**src/rtl/lcd_pkg.sv**
```systemverilog
// lcd_pkg: shared encodings, opcode masks, DDRAM line bounds and helpers for the HD44780 responder.
package lcd_pkg;
   typedef enum logic [1:0] {S_IDLE, S_EXEC, S_CLEAR} state_t;
   typedef enum logic [3:0] {I_NOP, I_CLR, I_HOME, I_ENTRY, I_DISP, I_SHIFT, I_FUNC, I_CGA, I_DDA} op_t;
   localparam logic [7:0] OP_CLEAR = 8'h01;
   localparam logic [7:0] OP_HOME  = 8'h02;
   localparam logic [7:0] OP_ENTRY = 8'h04;
   localparam logic [7:0] OP_DISP  = 8'h08;
   localparam logic [7:0] OP_SHIFT = 8'h10;
   localparam logic [7:0] OP_FUNC  = 8'h20;
   localparam logic [7:0] OP_CGRAM = 8'h40;
   localparam logic [7:0] OP_DDRAM = 8'h80;
   localparam logic [6:0] L1_END   = 7'h27;
   localparam logic [6:0] L2_START = 7'h40;
   localparam logic [6:0] L2_END   = 7'h67;
   localparam logic [6:0] N1_END   = 7'h4F;
   localparam logic [7:0] BLANK    = 8'h20;

   // Highest set bit of the instruction byte selects the command.
   function automatic op_t decode(input logic [7:0] d);
      return ((d & OP_DDRAM) != 8'h00) ? I_DDA :
             ((d & OP_CGRAM) != 8'h00) ? I_CGA :
             ((d & OP_FUNC)  != 8'h00) ? I_FUNC :
             ((d & OP_SHIFT) != 8'h00) ? I_SHIFT :
             ((d & OP_DISP)  != 8'h00) ? I_DISP :
             ((d & OP_ENTRY) != 8'h00) ? I_ENTRY :
             ((d & OP_HOME)  != 8'h00) ? I_HOME :
             ((d & OP_CLEAR) != 8'h00) ? I_CLR : I_NOP;
   endfunction

   function automatic logic [5:0] shift40(input logic [5:0] s, input logic up);
      return up ? ((s == 6'd39) ? 6'd0 : s + 6'd1) : ((s == 6'd0) ? 6'd39 : s - 6'd1);
   endfunction
endpackage

```
**src/rtl/lcd_ac_step.sv**
```systemverilog
// lcd_ac_step: next address-counter value for one increment/decrement in CGRAM or DDRAM space.
module lcd_ac_step
   import lcd_pkg::*;
(
   input  logic [6:0] ac,
   input  logic       inc,
   input  logic       cg_mode,
   input  logic       func_n,
   output logic [6:0] ac_next
);
   // Two-line DDRAM skips the 0x28..0x3F hole; one-line mode wraps at 0x4F.
   always_comb
      ac_next = cg_mode ? {1'b0, (inc ? ac[5:0] + 6'd1 : ac[5:0] - 6'd1)}
              : func_n  ? (inc ? ((ac == L1_END) ? L2_START : (ac == L2_END) ? 7'h00 : ac + 7'd1)
                               : ((ac == 7'h00) ? L2_END : (ac == L2_START) ? L1_END : ac - 7'd1))
              : inc     ? ((ac >= N1_END) ? 7'h00 : ac + 7'd1)
                        : ((ac == 7'h00) ? N1_END : ac - 7'd1);
endmodule

```
**src/rtl/lcd_hd44780_responder.sv**
```systemverilog
// lcd_hd44780_responder: panel-side HD44780 bus model with DDRAM/CGRAM, AC, busy timing and
// a registered DDRAM readback port for renderers and checkers.
module lcd_hd44780_responder
   import lcd_pkg::*;
#(
   parameter int BUSY_CYC  = 40,
   parameter int CLEAR_CYC = 160
) (
   input  logic       Clk,
   input  logic       rst,
   input  logic       LCD_EN,
   input  logic       LCD_RS,
   input  logic       LCD_RW,
   input  logic [7:0] lcd_data_in,
   output logic [7:0] lcd_data_out,
   output logic       lcd_data_oe,
   output logic       busy,
   output logic       err,
   output logic       disp_on,
   output logic       cursor_on,
   output logic       blink_on,
   output logic       func_dl,
   output logic       func_n,
   output logic       func_f,
   output logic       entry_id,
   output logic       entry_s,
   output logic [5:0] disp_shift,
   input  logic [6:0] disp_addr,
   output logic [7:0] disp_char
);
   state_t      state, state_nx;
   op_t         op;
   logic        e_q, rs_q, rw_q;
   logic [7:0]  d_q;
   logic [15:0] cnt;
   logic [6:0]  ptr, ac, ac_stepped;
   logic        cg_mode, fall, stat_rd, xfer_ok, ins_wr, dat_wr, dat_rd, step_inc;
   logic [7:0]  ddram [128];
   logic [7:0]  cgram [64];

   assign fall     = e_q & ~LCD_EN;
   assign stat_rd  = ~rs_q & rw_q;
   assign xfer_ok  = fall & ~busy & ~stat_rd;
   assign ins_wr   = xfer_ok & ~rs_q;
   assign dat_wr   = xfer_ok & rs_q & ~rw_q;
   assign dat_rd   = xfer_ok & rs_q & rw_q;
   assign op       = decode(d_q);
   assign busy     = state != S_IDLE;
   assign step_inc = ins_wr ? d_q[2] : entry_id;
   assign lcd_data_oe  = e_q & rw_q;
   assign lcd_data_out = ~lcd_data_oe ? 8'h00 : ~rs_q ? {busy, ac} : cg_mode ? cgram[ac[5:0]] : ddram[ac];

   lcd_ac_step u_step (
      .ac      (ac),
      .inc     (step_inc),
      .cg_mode (cg_mode),
      .func_n  (func_n),
      .ac_next (ac_stepped)
   );

   always_comb begin
      state_nx = state;
      case (state)
         S_IDLE:  state_nx = (ins_wr && op == I_CLR) ? S_CLEAR : xfer_ok ? S_EXEC : S_IDLE;
         S_EXEC:  state_nx = (cnt == 16'd1) ? S_IDLE : S_EXEC;
         S_CLEAR: state_nx = (ptr == 7'h7F) ? S_EXEC : S_CLEAR;
         default: state_nx = S_IDLE;
      endcase
   end

   // cnt is preloaded while idle/clearing so it holds the right budget on entry to EXEC.
   always_ff @(posedge Clk) begin
      if (rst) begin
         state <= S_IDLE;
         cnt   <= 16'd0;
         ptr   <= 7'd0;
      end else begin
         state <= state_nx;
         cnt   <= (state == S_IDLE) ? 16'(BUSY_CYC) : (state == S_CLEAR) ? 16'(CLEAR_CYC - 128) : cnt - 16'd1;
         ptr   <= (state == S_CLEAR) ? ptr + 7'd1 : 7'd0;
      end
   end

   always_ff @(posedge Clk) begin
      if (rst) begin
         {e_q, rs_q, rw_q, d_q} <= '0;
         ac         <= 7'd0;
         cg_mode    <= 1'b0;
         err        <= 1'b0;
         {disp_on, cursor_on, blink_on} <= 3'b000;
         {func_dl, func_n, func_f}      <= 3'b100;
         {entry_id, entry_s}            <= 2'b10;
         disp_shift <= 6'd0;
         disp_char  <= 8'h00;
      end else begin
         {e_q, rs_q, rw_q, d_q} <= {LCD_EN, LCD_RS, LCD_RW, lcd_data_in};
         err       <= fall & busy & ~stat_rd;
         disp_char <= ddram[disp_addr];
         if (ins_wr) begin
            case (op)
               I_CLR:   begin ac <= 7'd0; cg_mode <= 1'b0; entry_id <= 1'b1; disp_shift <= 6'd0; end
               I_HOME:  begin ac <= 7'd0; cg_mode <= 1'b0; disp_shift <= 6'd0; end
               I_ENTRY: {entry_id, entry_s} <= d_q[1:0];
               I_DISP:  {disp_on, cursor_on, blink_on} <= d_q[2:0];
               I_SHIFT: if (d_q[3]) disp_shift <= shift40(disp_shift, d_q[2]); else ac <= ac_stepped;
               I_FUNC:  {func_dl, func_n, func_f} <= d_q[4:2];
               I_CGA:   begin ac <= {1'b0, d_q[5:0]}; cg_mode <= 1'b1; end
               I_DDA:   begin ac <= d_q[6:0]; cg_mode <= 1'b0; end
               default: ;
            endcase
         end else if (dat_wr || dat_rd) begin
            ac <= ac_stepped;
            if (dat_wr && entry_s && !cg_mode) disp_shift <= shift40(disp_shift, entry_id);
         end
      end
   end

   // RAM contents survive reset; the sweep stops writing as soon as rst is seen.
   always_ff @(posedge Clk) begin
      if (!rst) begin
         if (state == S_CLEAR) ddram[ptr] <= BLANK;
         else if (dat_wr && !cg_mode) ddram[ac] <= d_q;
         if (dat_wr && cg_mode) cgram[ac[5:0]] <= d_q;
      end
   end
endmodule

```
**config.mk**
```make
export PLATFORM = sky130hd
export DESIGN_NAME = lcd_hd44780_responder
export DESIGN_NICKNAME = d
export VERILOG_FILES = /design/src/rtl/lcd_pkg.sv /design/src/rtl/lcd_ac_step.sv /design/src/rtl/lcd_hd44780_responder.sv
export SDC_FILE = /design/constraint.sdc
export NUM_CORES = 2
export LEC_CHECK = 0
export ABC_CLOCK_PERIOD_IN_PS = 6700
export CORE_MARGIN = 3
export CORE_UTILIZATION = 40
export DETAILED_ROUTE_END_ITERATION = 12
export PLACE_DENSITY = 0.69
export SLEW_MARGIN = 20
export SYNTH_ARGS = -nofsm -noshare
export SYNTH_HDL_FRONTEND = slang
export SYNTH_SLANG_ARGS = --single-unit
```
**constraint.sdc**
```tcl
create_clock -name Clk -period 6.7 [get_ports Clk]
set_clock_uncertainty 0.15 [all_clocks]
set_input_delay 1.34 -clock Clk [delete_from_list [all_inputs] [get_ports Clk]]
set_output_delay 1.34 -clock Clk [all_outputs]
set_load 0.005 [all_outputs]
```
==> flow_summary.rst <==
.. list-table::
   :header-rows: 1

   * - Metric
     - Value
   * - Launch instance of the worst register-to-register path
     - cg_mode
   * - Initial DRC count
     - around 6,000
   * - Clock latency on the worst-skew pair
     - 830 ps
   * - Hold_sp
     - cnt[0]
   * - Number of vias per cell
     - 6.36
   * - FF+latch count, synth
     - 1,610
   * - GPL Wtd Cong
     - roughly 0.93
   * - Number of ports placed on the die boundary
     - 53
   * - CTS tree
     - done
   * - Die width
     - 429 µm
   * - Area of combinational cells with multiple inputs
     - approximately 23,000 µm²
   * - Data arrival time at the worst-slack endpoint
     - 5130 ps
   * - Layout cells sized above 1
     - 33.7%
   * - Unrepaired setup endpoints after global routing
     - false
   * - Total vias in the final route
     - a little over 40,000
   * - Final design utilization
     - a little under half
   * - Clock-pin slew on the worst setup and hold paths
     - 60 ps
   * - Share of the synthesized area in the top cell type
     - 64.3%
   * - Count of buffering cells on the critical path with inverters included
     - 2
   * - Max Fanout on Critical Path
     - 38
   * - Area growth from synthesis to layout
     - 14.4%
   * - Syn Std Cell Area
     - 71,700 µm²
   * - Count of flip-flops with a built-in enable after synthesis
     - 1,536
   * - Maximum Capacitance Violations
     - 0
   * - Final-layout setup total negative slack
     - 0 ps
   * - Quantity of hold-fixing buffers added after cts
     - 0
   * - Slew at the pin closest to its max-slew limit
     - about 1200 ps
   * - Max-Slew Margin vs Limit
     - 20.5%
   * - Top flip-flop cell by instance count after synthesis
     - edfxtp_1
   * - Synth top area cells
     - edfxtp_1, mux4_2, dfxtp_1
   * - Worst setup path category
     - reg2out
   * - Deepest clock path buffer count
     - 3
   * - Library cell used as clock root buffer
     - clkbuf_16
   * - Leading area contributor after synthesis
     - edfxtp_1
   * - Clock period minus final worst setup slack
     - 6620 ps
   * - Crit share post-route
     - 98.8%
   * - Worst Hold Path EP
     - cnt[0]
   * - Number of warnings issued by yosys
     - 0
   * - Run status
     - complete, no violations
   * - Initial Utilization
     - between 40% and 50%
   * - Number of antenna violations at the first check in global routing
     - 7
   * - Critical path endpoint category
     - output pin
   * - FMAX
     - 0.151 GHz
   * - Vert. Die Dim
     - between 400 and 500 µm
   * - Kind of cell adding the most delay to the critical path
     - compound AO/OA/AOI/OAI gates
   * - Average wire per standard cell
     - 31.7 µm
   * - Sequential fraction of the synthesis area
     - 66.4%
   * - Worst reg2reg endpoint
     - ddram[47][3]
   * - Type of origin of the critical path
     - flip-flop
   * - Net count after synthesis
     - 3,693
   * - Num rows
     - 154
   * - Highest-delay cell along the critical path
     - a2111oi_0
   * - Detailed-router iteration count before antenna repair
     - 8
   * - Storage element area
     - ~48,000 µm²
   * - Total Nets Final
     - 3,895
   * - Antenna Violating Nets Remaining
     - 0
   * - Floorplan die area
     - 184,000 µm²
   * - Filler cell count
     - ~15,000
   * - Share of synthesized registers carrying an async set or reset
     - 0%
   * - Hold violation count in the final report
     - 0
   * - Num Clock Sinks
     - 1,610
   * - DRC
     - 0
   * - Total of buffers placed on input and output ports
     - 52
   * - GRT Residual Overflow
     - 0
   * - GRT Overall Usage
     - 21.7%
   * - Worst min-delay path category
     - reg2reg
   * - Core Footprint
     - 177,000 µm²
   * - Hpwl dp
     - 129 mm
   * - Final number of setup-violating endpoints
     - 0
   * - Cell Pwr Density
     - roughly 260 nW/µm²
   * - Maximum number of pins on one net before global-route repair
     - 129
   * - Synth cell types
     - 69
   * - Number of max-slew violations in the final report
     - 0
   * - Maximum cell stage delay along the critical path
     - 1000 ps
   * - Cell types with the highest counts after synthesis
     - edfxtp_1, mux4_2, nor2_1
   * - Ordered list of cells on the worst path
     - buf_4, mux4_2, mux2i_1, a2111oi_0, a221o_1, nand3_1, a31oi_1, clkdlybuf4s50_1
   * - Worst reg2reg setup slack
     - around 2600 ps
   * - H-tree lvl count
     - 4
   * - Static Leakage
     - 25.3 nW
   * - Cells after Synth
     - around 3,700
   * - Max rail drop VDD
     - 0.000205 V
   * - Most repeated cell in the gate-level netlist after synthesis
     - edfxtp_1
   * - Inserted Clock Buffers
     - ~160
   * - Hold Path Depth
     - 1
   * - Total routed wirelength
     - 201 mm
   * - Via count of the first global-routing pass
     - around 40,000
   * - First-pass GRT wire length
     - slightly below 300 mm
   * - CP required
     - 5210 ps
   * - Worst Reg-to-Reg Cells
     - 6
   * - Average size of a mapped cell
     - around 20 µm²
   * - Tot Pwr
     - around 21 mW
[power by group]
part | internal (mW) | leakage (nW) | total, mW | switching, mW
Combinational | 0.449 | 7.68 | 1.05 | 0.605
Sequential | 10.9 | 15.0 | 11.0 | 0.0364
Clock | 5.13 | 2.63 | 9.16 | 4.03
[placed cells by master (no fill, tap or decap), types with 53 or more instances in the layout]
| cell type | instances |
|---|---|
| mux2i_1 | 70 |
| buf_4 | 242 |
| mux4_2 | 751 |
| dfxtp_1 | 61 |
| edfxtp_1 | 1536 |
| a21oi_1 | 53 |
| nor3_1 | 142 |
| clkbuf_16 | 164 |
| nor2_1 | 181 |
| nand2_1 | 107 |
[registers in the layout (all words and copies together) (netlist names), named ones only]
register    count
disp_on         1
disp_char       8
cg_mode         1
state           2
blink_on        1
d_q             8
cursor_on       1
ptr             7
rs_q            1
rw_q            1
entry_id        1
cnt            16
disp_shift      6
ddram        1024
entry_s         1
err             1
func_f          1
ac              7
cgram         512
func_n          1
func_dl         1
e_q             1
[how the worst max path moves through the flow]
stage / end / slack, ps / cells past startpoint
3_3_place_gp: lcd_data_out[5] / 830 / 9
4_1_cts: lcd_data_out[4] / 90 / 8
5_1_grt: lcd_data_out[4] / 40 / 9
6_report: lcd_data_out[6] / 80 / 8
3_5_place_dp: lcd_data_out[5] / 820 / 9
2_1_floorplan: ddram[0][2] / 260 / 6
[stage by stage]
step           hold slack (ps)  cell area (µm²)  cells  setup slack [ps]
6_report                   306            82100   6344              78.7
3_3_place_gp               291            76600   6041               834
5_1_grt                    342            82100   6344              44.5
4_1_cts                    309            82000   6342              85.9
3_5_place_dp               296            76600   6041               821
2_1_floorplan              279            71700   3664               257
[layer usage]
layer,GRT usage (%),share of wire (%)
met1,29.6,37
met4,9.45,4.9
met3,5.39,11
met5,0,0
met2,33.5,47
[final cells by class]
cell class	count	share of cell area, %
Antenna cell	1	0.00305
Tap cell	2340	3.57
Inverter	18	0.0839
Timing Repair Buffer	319	3.49
Clock buffer	206	5.29
Clock inverter	94	1.29
Sequential cell	1610	58.0
Multi-Input combinational cell	1756	28.2
[logic make-up after synthesis]
group | count (synthesis) | synth area share [%]
simple gates | 605 | 4.01
xor+xnor | 24 | 0.293
compound gates | 285 | 2.69
flops | 1610 | 66.4
mux | 833 | 24.7
buf+inv | 298 | 1.74
fa+ha+maj | 9 | 0.157
[what timing repair did]
item	in CTS	in global routing
buffers inserted	1	1
endpoints found under the setup margin	1	2
gates resized for setup	1	0
(Power assumes the default switching activity.)
